--- config.mk ---
export PLATFORM = sky130hd
export DESIGN_NAME = solver_arbiter
export DESIGN_NICKNAME = d
export VERILOG_FILES = /design/src/rtl/solver_arb_pkg.sv /design/src/rtl/rr_arbiter.sv /design/src/rtl/solver_arbiter.sv
export SDC_FILE = /design/constraint.sdc
export NUM_CORES = 1
export LEC_CHECK = 0
export ABC_AREA = 1
export CAP_MARGIN = 20
export CORE_AREA = 2 2 129 131
export DETAILED_ROUTE_END_ITERATION = 6
export DIE_AREA = 0 0 131 133
export HOLD_SLACK_MARGIN = 0.02
export PLACE_DENSITY = 0.82
export SLEW_MARGIN = 20
export SYNTH_ARGS = -nofsm -noshare
export SYNTH_HDL_FRONTEND = slang
export SYNTH_HIERARCHICAL = 1
export SYNTH_SLANG_ARGS = --single-unit
--- constraint.sdc ---
create_clock -name clk -period 2.9 [get_ports clk]
set_input_delay 0.435 -clock clk [delete_from_list [all_inputs] [get_ports clk]]
set_output_delay 0.435 -clock clk [all_outputs]
set_load 0.005 [all_outputs]
--- src/rtl/solver_arb_pkg.sv ---
// Shared types and constants for the solver arbiter slice.
package solver_arb_pkg;

    // Operand / result widths of the shared expression_solver.
    localparam int unsigned X_W = 8;
    localparam int unsigned D_W = 16;

    // Default configuration.
    localparam int unsigned DEF_N       = 4;
    localparam int unsigned DEF_TIMEOUT = 64;

    // Job sequencing states.
    typedef enum logic [1:0] {
        StIdle,
        StIssue,
        StWait,
        StReply
    } arb_state_e;

endpackage

--- src/rtl/rr_arbiter.sv ---
// Combinational round-robin pick: first active request at or after ptr, wrapping modulo N.
module rr_arbiter
    import solver_arb_pkg::*;
#(
    parameter int unsigned N  = DEF_N,
    parameter int unsigned IW = $clog2(N)
) (
    input  logic [N-1:0]  req,
    input  logic [IW-1:0] ptr,
    output logic          valid,
    output logic [N-1:0]  grant,
    output logic [IW-1:0] idx
);

    logic [IW-1:0] cand;

    // Scan N candidates starting from ptr; the first hit wins.
    always_comb begin
        valid = 1'b0;
        grant = '0;
        idx   = '0;
        cand  = '0;
        for (int unsigned k = 0; k < N; k++) begin
            cand = IW'((32'(ptr) + k) % N);
            if (!valid && req[cand]) begin
                valid       = 1'b1;
                grant[cand] = 1'b1;
                idx         = cand;
            end
        end
    end

endmodule

--- src/rtl/solver_arbiter.sv ---
// Shares one expression_solver among N requesters: round-robin grant, operand issue,
// completion wait with watchdog, and a one-cycle response pulse to the granted requester.
module solver_arbiter
    import solver_arb_pkg::*;
#(
    parameter int unsigned N       = DEF_N,
    parameter int unsigned TIMEOUT = DEF_TIMEOUT
) (
    input  logic             clk,
    input  logic             rst,
    input  logic [N-1:0]     req,
    input  logic [N*X_W-1:0] req_x,
    input  logic [N*D_W-1:0] req_a,
    input  logic [N*D_W-1:0] req_b,
    input  logic [N*D_W-1:0] req_c,
    output logic [N-1:0]     ack,
    output logic [N-1:0]     done,
    output logic [D_W-1:0]   resp_result,
    output logic             resp_zero,
    output logic             resp_overflow,
    output logic             resp_err,
    output logic             slv_start,
    output logic [X_W-1:0]   slv_x,
    output logic [D_W-1:0]   slv_a,
    output logic [D_W-1:0]   slv_b,
    output logic [D_W-1:0]   slv_c,
    input  logic [D_W-1:0]   slv_result,
    input  logic             slv_zero,
    input  logic             slv_overflow,
    input  logic             slv_completed
);

    localparam int unsigned IW = $clog2(N);
    localparam int unsigned CW = $clog2(TIMEOUT + 1);

    arb_state_e     state_q, state_d;
    logic [IW-1:0]  ptr_q, ptr_d;
    logic [IW-1:0]  cur_q, cur_d;
    logic [CW-1:0]  cnt_q, cnt_d;
    logic [N-1:0]   ack_q, ack_d;
    logic [N-1:0]   done_q, done_d;
    logic           start_q, start_d;
    logic [X_W-1:0] x_q, x_d;
    logic [D_W-1:0] a_q, a_d, b_q, b_d, c_q, c_d;
    logic [D_W-1:0] result_q, result_d;
    logic           zero_q, zero_d, ovf_q, ovf_d, err_q, err_d;

    logic           gnt_valid;
    logic [N-1:0]   gnt_onehot;
    logic [IW-1:0]  gnt_idx;

    rr_arbiter #(
        .N  (N),
        .IW (IW)
    ) u_rr (
        .req   (req),
        .ptr   (ptr_q),
        .valid (gnt_valid),
        .grant (gnt_onehot),
        .idx   (gnt_idx)
    );

    // Next-state and next-output logic; every output is registered.
    always_comb begin
        state_d  = state_q;
        ptr_d    = ptr_q;
        cur_d    = cur_q;
        cnt_d    = cnt_q;
        ack_d    = '0;
        done_d   = '0;
        start_d  = 1'b0;
        x_d      = x_q;
        a_d      = a_q;
        b_d      = b_q;
        c_d      = c_q;
        result_d = result_q;
        zero_d   = zero_q;
        ovf_d    = ovf_q;
        err_d    = err_q;
        unique case (state_q)
            StIdle: begin
                if (gnt_valid) begin
                    cur_d   = gnt_idx;
                    x_d     = req_x[gnt_idx*X_W +: X_W];
                    a_d     = req_a[gnt_idx*D_W +: D_W];
                    b_d     = req_b[gnt_idx*D_W +: D_W];
                    c_d     = req_c[gnt_idx*D_W +: D_W];
                    ack_d   = gnt_onehot;
                    start_d = 1'b1;
                    state_d = StIssue;
                end
            end
            StIssue: begin
                ptr_d   = (cur_q == IW'(N - 1)) ? '0 : cur_q + 1'b1;
                cnt_d   = '0;
                state_d = StWait;
            end
            StWait: begin
                cnt_d = cnt_q + 1'b1;
                // cnt_q == 0 is the first WAIT cycle: a stale completed flag is ignored there.
                if (cnt_q != '0 && slv_completed) begin
                    result_d      = slv_result;
                    zero_d        = slv_zero;
                    ovf_d         = slv_overflow;
                    err_d         = 1'b0;
                    done_d[cur_q] = 1'b1;
                    state_d       = StReply;
                end else if (cnt_q == CW'(TIMEOUT)) begin
                    result_d      = '0;
                    zero_d        = 1'b0;
                    ovf_d         = 1'b0;
                    err_d         = 1'b1;
                    done_d[cur_q] = 1'b1;
                    state_d       = StReply;
                end
            end
            StReply: begin
                state_d = StIdle;
            end
            default: begin
                state_d = StIdle;
            end
        endcase
    end

    // State and output registers; reset abandons any job in flight.
    always_ff @(posedge clk or negedge rst) begin
        if (!rst) begin
            state_q  <= StIdle;
            ptr_q    <= '0;
            cur_q    <= '0;
            cnt_q    <= '0;
            ack_q    <= '0;
            done_q   <= '0;
            start_q  <= 1'b0;
            x_q      <= '0;
            a_q      <= '0;
            b_q      <= '0;
            c_q      <= '0;
            result_q <= '0;
            zero_q   <= 1'b0;
            ovf_q    <= 1'b0;
            err_q    <= 1'b0;
        end else begin
            state_q  <= state_d;
            ptr_q    <= ptr_d;
            cur_q    <= cur_d;
            cnt_q    <= cnt_d;
            ack_q    <= ack_d;
            done_q   <= done_d;
            start_q  <= start_d;
            x_q      <= x_d;
            a_q      <= a_d;
            b_q      <= b_d;
            c_q      <= c_d;
            result_q <= result_d;
            zero_q   <= zero_d;
            ovf_q    <= ovf_d;
            err_q    <= err_d;
        end
    end

    assign ack           = ack_q;
    assign done          = done_q;
    assign slv_start     = start_q;
    assign slv_x         = x_q;
    assign slv_a         = a_q;
    assign slv_b         = b_q;
    assign slv_c         = c_q;
    assign resp_result   = result_q;
    assign resp_zero     = zero_q;
    assign resp_overflow = ovf_q;
    assign resp_err      = err_q;

endmodule
==> results.sh <==
export IMPL_max_freq_ghz=0.389
export IMPL_status="finished, final reports clean"
export IMPL_core_area_mm2=0.0162
export IMPL_drive_gt1_share_pct=8.49
export IMPL_fin_crit_sh_pct=88.5
export IMPL_track_usage_pct=24.0
export IMPL_area_delta_synth_final_pct=66.1
export IMPL_grt_max_degree=69
export IMPL_syn_nets=1031
export IMPL_die_area_mm2=0.0174
export IMPL_n_fill_cell=1426
export IMPL_ys_seq_area_share_pct=41.7
export IMPL_postRouteAntennaNets=0
export IMPL_num_antenna_cells=0
export IMPL_dp_hpwl_mm=16.1
export IMPL_cp_data_arrival_time_ns=2.78
export IMPL_cts_sinks=97
export IMPL_vias=6567
export IMPL_synth_edf_count=0
export IMPL_leakagePower_nw=4.12
export IMPL_slew_viol_final=0
export IMPL_routedWlPerCell_um=16.4
export IMPL_start_util_pct=36.0
export IMPL_synth_seq_cells=97
export IMPL_die_h_um=133
export IMPL_cp_max_fo=42
export IMPL_cts_hold_fix_buffers=0
export IMPL_cp_start_kind="register"
export IMPL_end_kind="register"
export IMPL_grt_ovfl_total=0
export IMPL_grt_first_pass_wirelength_mm=32.5
export IMPL_crit_reg2reg_launch="ptr_q[1]$_DFFE_PN0N_"
export IMPL_synth_area_mm2=0.00582
export IMPL_first_global_vias=6373
export IMPL_drtIter0Drc=510
export IMPL_max_stage_delay_ns=0.39
export IMPL_multi_input_area_mm2=0.00299
export IMPL_yosysUniqueCellTypes=27
export IMPL_drt_wl_total_mm=21.3
export IMPL_syn_inst=768
export IMPL_timing_hold_ws_ns=0.0847
export IMPL_cts_root_buf="clkbuf_16"
export IMPL_dr_pass1_iters=5
export IMPL_io_pins=333
export IMPL_layoutNonFillerInstCount=1304
export IMPL_dieWidth_um=131
export IMPL_p_per_area_mw_per_mm2=1230
export IMPL_regArea_mm2=0.00243
export IMPL_rr_worst_depth=12
export IMPL_clk_path_buf_depth=2
export IMPL_drc=0
export IMPL_antenna_found_initial=0
export IMPL_rsz0062_at_grt="false"
export IMPL_port_buffers=332
export IMPL_cts_reportedPaths_clkPinSlew_ns=0.07
export IMPL_yosysWarnings=6
export IMPL_drv_cap=0
export IMPL_r2r_end="slv_a[0]$_DFFE_PN0P_"
export IMPL_max_vdd_ir_drop_mv=1.12
export IMPL_r2r_setup_slack_ns=0.33
export IMPL_synth_async_reset_ratio_pct=100
export IMPL_htree_num_levels=3
export IMPL_cp_common_cell="inv_1"
export IMPL_cts_inserted_buffers=9
export IMPL_min_period_ns=2.57
export IMPL_cp_cell_sequence="inv_1 -> ha_1 -> inv_1 -> nand3_1 -> nand2_1 -> nor2_1 -> a21oi_1 -> nand3_4 -> buf_4 -> or2_2 -> o21ai_0 -> o221ai_1"
export IMPL_via_per_inst=5.04
export IMPL_nNetsFinal=1342
export IMPL_cpMaxStageDelayCell="dfrtp_1"
export IMPL_finalClockSkew_ns=0.00638
export IMPL_clock_latency_ns=0.35
export IMPL_cp_required_ns=3.11
export IMPL_gp_congestion=0.932
export IMPL_hold_path_class="input pin to asynchronous set/reset pin"
export IMPL_cts_tree="built"
export IMPL_tightest_slew_ns=0.624
export IMPL_slew_limit_headroom_pct=58.4
export IMPL_crit_type="register to register"
export IMPL_syn_area_per_cell_um2=7.58
export IMPL_hold_viol_final=0
export IMPL_dp_cells=1288
export IMPL_setup_viol=0
export IMPL_std_cell_rows=47
export IMPL_synth_top_flop_cell="dfrtp_1"
==> critical path, delay by kind of cell, from the launching register on <==
| kind | cells | cell delay, ns |
|---|---|---|
| and+or+nand+nor | 5 | 0.68 |
| DFF | 1 | 0.39 |
| adders and majority gates | 1 | 0.32 |
| buffers and inverters | 3 | 0.55 |
| AOI/OAI and AO/OA | 3 | 0.49 |
==> layout make-up <==
| class | instances | area share (%) |
|---|---|---|
| clock buffer | 9 | 2.33 |
| timing repair buffer | 349 | 36.7 |
| tap | 220 | 2.85 |
| inverter | 37 | 1.46 |
| multi-input combinational | 585 | 30.9 |
| clock inverter | 7 | 0.712 |
| sequential | 97 | 25.1 |
==> cells in the final DEF (no fill, tap or decap), drive strengths merged <==
master,synthesis,final
o221ai,28,28
nor2,161,161
clkbuf,17,9
clkdlybuf4s50,0,331
nor3,1,1
a31oi,28,28
nand3,24,24
clkinv,0,1
mux2,1,1
a21boi,4,4
buf,32,18
ha,14,14
nand2,130,130
dfrtp,97,97
o21ai,120,120
nand4,7,7
inv,37,41
clkinvlp,0,2
a21oi,10,10
or2,57,57
==> how the worst max path moves through the flow <==
stage | from | endpoint | slack [ns] | cells past startpoint
after global routing | ptr_q[1]$_DFFE_PN0N_ | slv_a[0]$_DFFE_PN0P_ | 0.09 | 12
after CTS | ptr_q[1]$_DFFE_PN0N_ | slv_a[0]$_DFFE_PN0P_ | 0.18 | 12
final | ptr_q[1]$_DFFE_PN0N_ | slv_a[0]$_DFFE_PN0P_ | 0.33 | 12
after global placement | req[3] | slv_b[11]$_DFFE_PN0P_ | 0.09 | 13
after detailed placement | req[3] | slv_a[0]$_DFFE_PN0P_ | -0.06 | 13
after floorplan | ptr_q[0]$_DFFE_PN0N_ | slv_b[15]$_DFFE_PN0P_ | 0.45 | 13
==> sequential cells by signal, indices dropped and copies added (netlist names) <==
register,count
resp_overflow,1
done,4
resp_zero,1
slv_a,16
cur_q,2
state_q,2
slv_c,16
resp_result,16
slv_x,8
slv_start,1
cnt_q,7
resp_err,1
ack,4
ptr_q,2
slv_b,16
==> synth_stat cells, types with 10 or more instances <==
| master | number | share of area, % |
|---|---|---|
| nand3_1 | 22 | 1.9 |
| o21ai_0 | 74 | 6.4 |
| nand2_1 | 117 | 7.5 |
| dfrtp_1 | 97 | 42 |
| nor2_1 | 159 | 10 |
| ha_1 | 14 | 3.0 |
| inv_1 | 31 | 2.0 |
| a31oi_1 | 28 | 3.0 |
| nand2_2 | 11 | 1.2 |
| buf_2 | 20 | 1.7 |
| or2_2 | 33 | 3.5 |
| o21ai_1 | 46 | 4.0 |
| a21oi_1 | 10 | 0.86 |
| or2_1 | 24 | 2.6 |
| o221ai_1 | 28 | 4.2 |
| clkbuf_1 | 14 | 0.90 |
==> stage by stage <==
step           setup TNS (ns)  setup WS, ns  power [mW]  cell area [um2]  util [%]
6_report                    0         0.332        11.9             9670      59.8
5_1_grt                     0        0.0947        12.9             9670      59.8
4_1_cts                     0         0.183        11.9             9670      59.8
3_5_place_dp           -0.588       -0.0579        10.7             9380      58.0
2_1_floorplan               0         0.453        7.62             5820         -
3_3_place_gp                0        0.0888        10.5             9380      58.0
==> kinds of logic (layout without fill, tap and decap cells) <==
kind of cell	count (synthesis)	after routing	share of synthesized area, %
and+or+nand+nor	380	380	28.9
adders and majority gates	14	14	3.01
AOI/OAI and AO/OA	190	190	18.9
muxes	1	1	0.193
buffers and inverters	86	402	7.26
DFF	97	97	41.7
==> repair_timing <==
action                     4_1_cts  5_1_grt
gates resized for setup          0        2
buffers inserted                 0        0
setup endpoints to repair        0       28
==> power by group <==
| group | total (mW) | leakage [nW] | switching (mW) | internal, mW |
|---|---|---|---|---|
| registers | 2.36 | 1.18 | 0.348 | 2.01 |
| logic | 8.31 | 2.80 | 4.65 | 3.66 |
| clock network | 1.20 | 0.138 | 0.590 | 0.605 |
==> layer usage <==
layer / track usage, % / wire (um) / share of wire [%]
met4: 10.2 / 793 / 3.7
met5: 0 / 0 / 0
met3: 5.98 / 1880 / 8.8
met2: 40.7 / 10400 / 49
met1: 28.5 / 8230 / 39
Note: power is estimated with default switching activity, not from simulation.
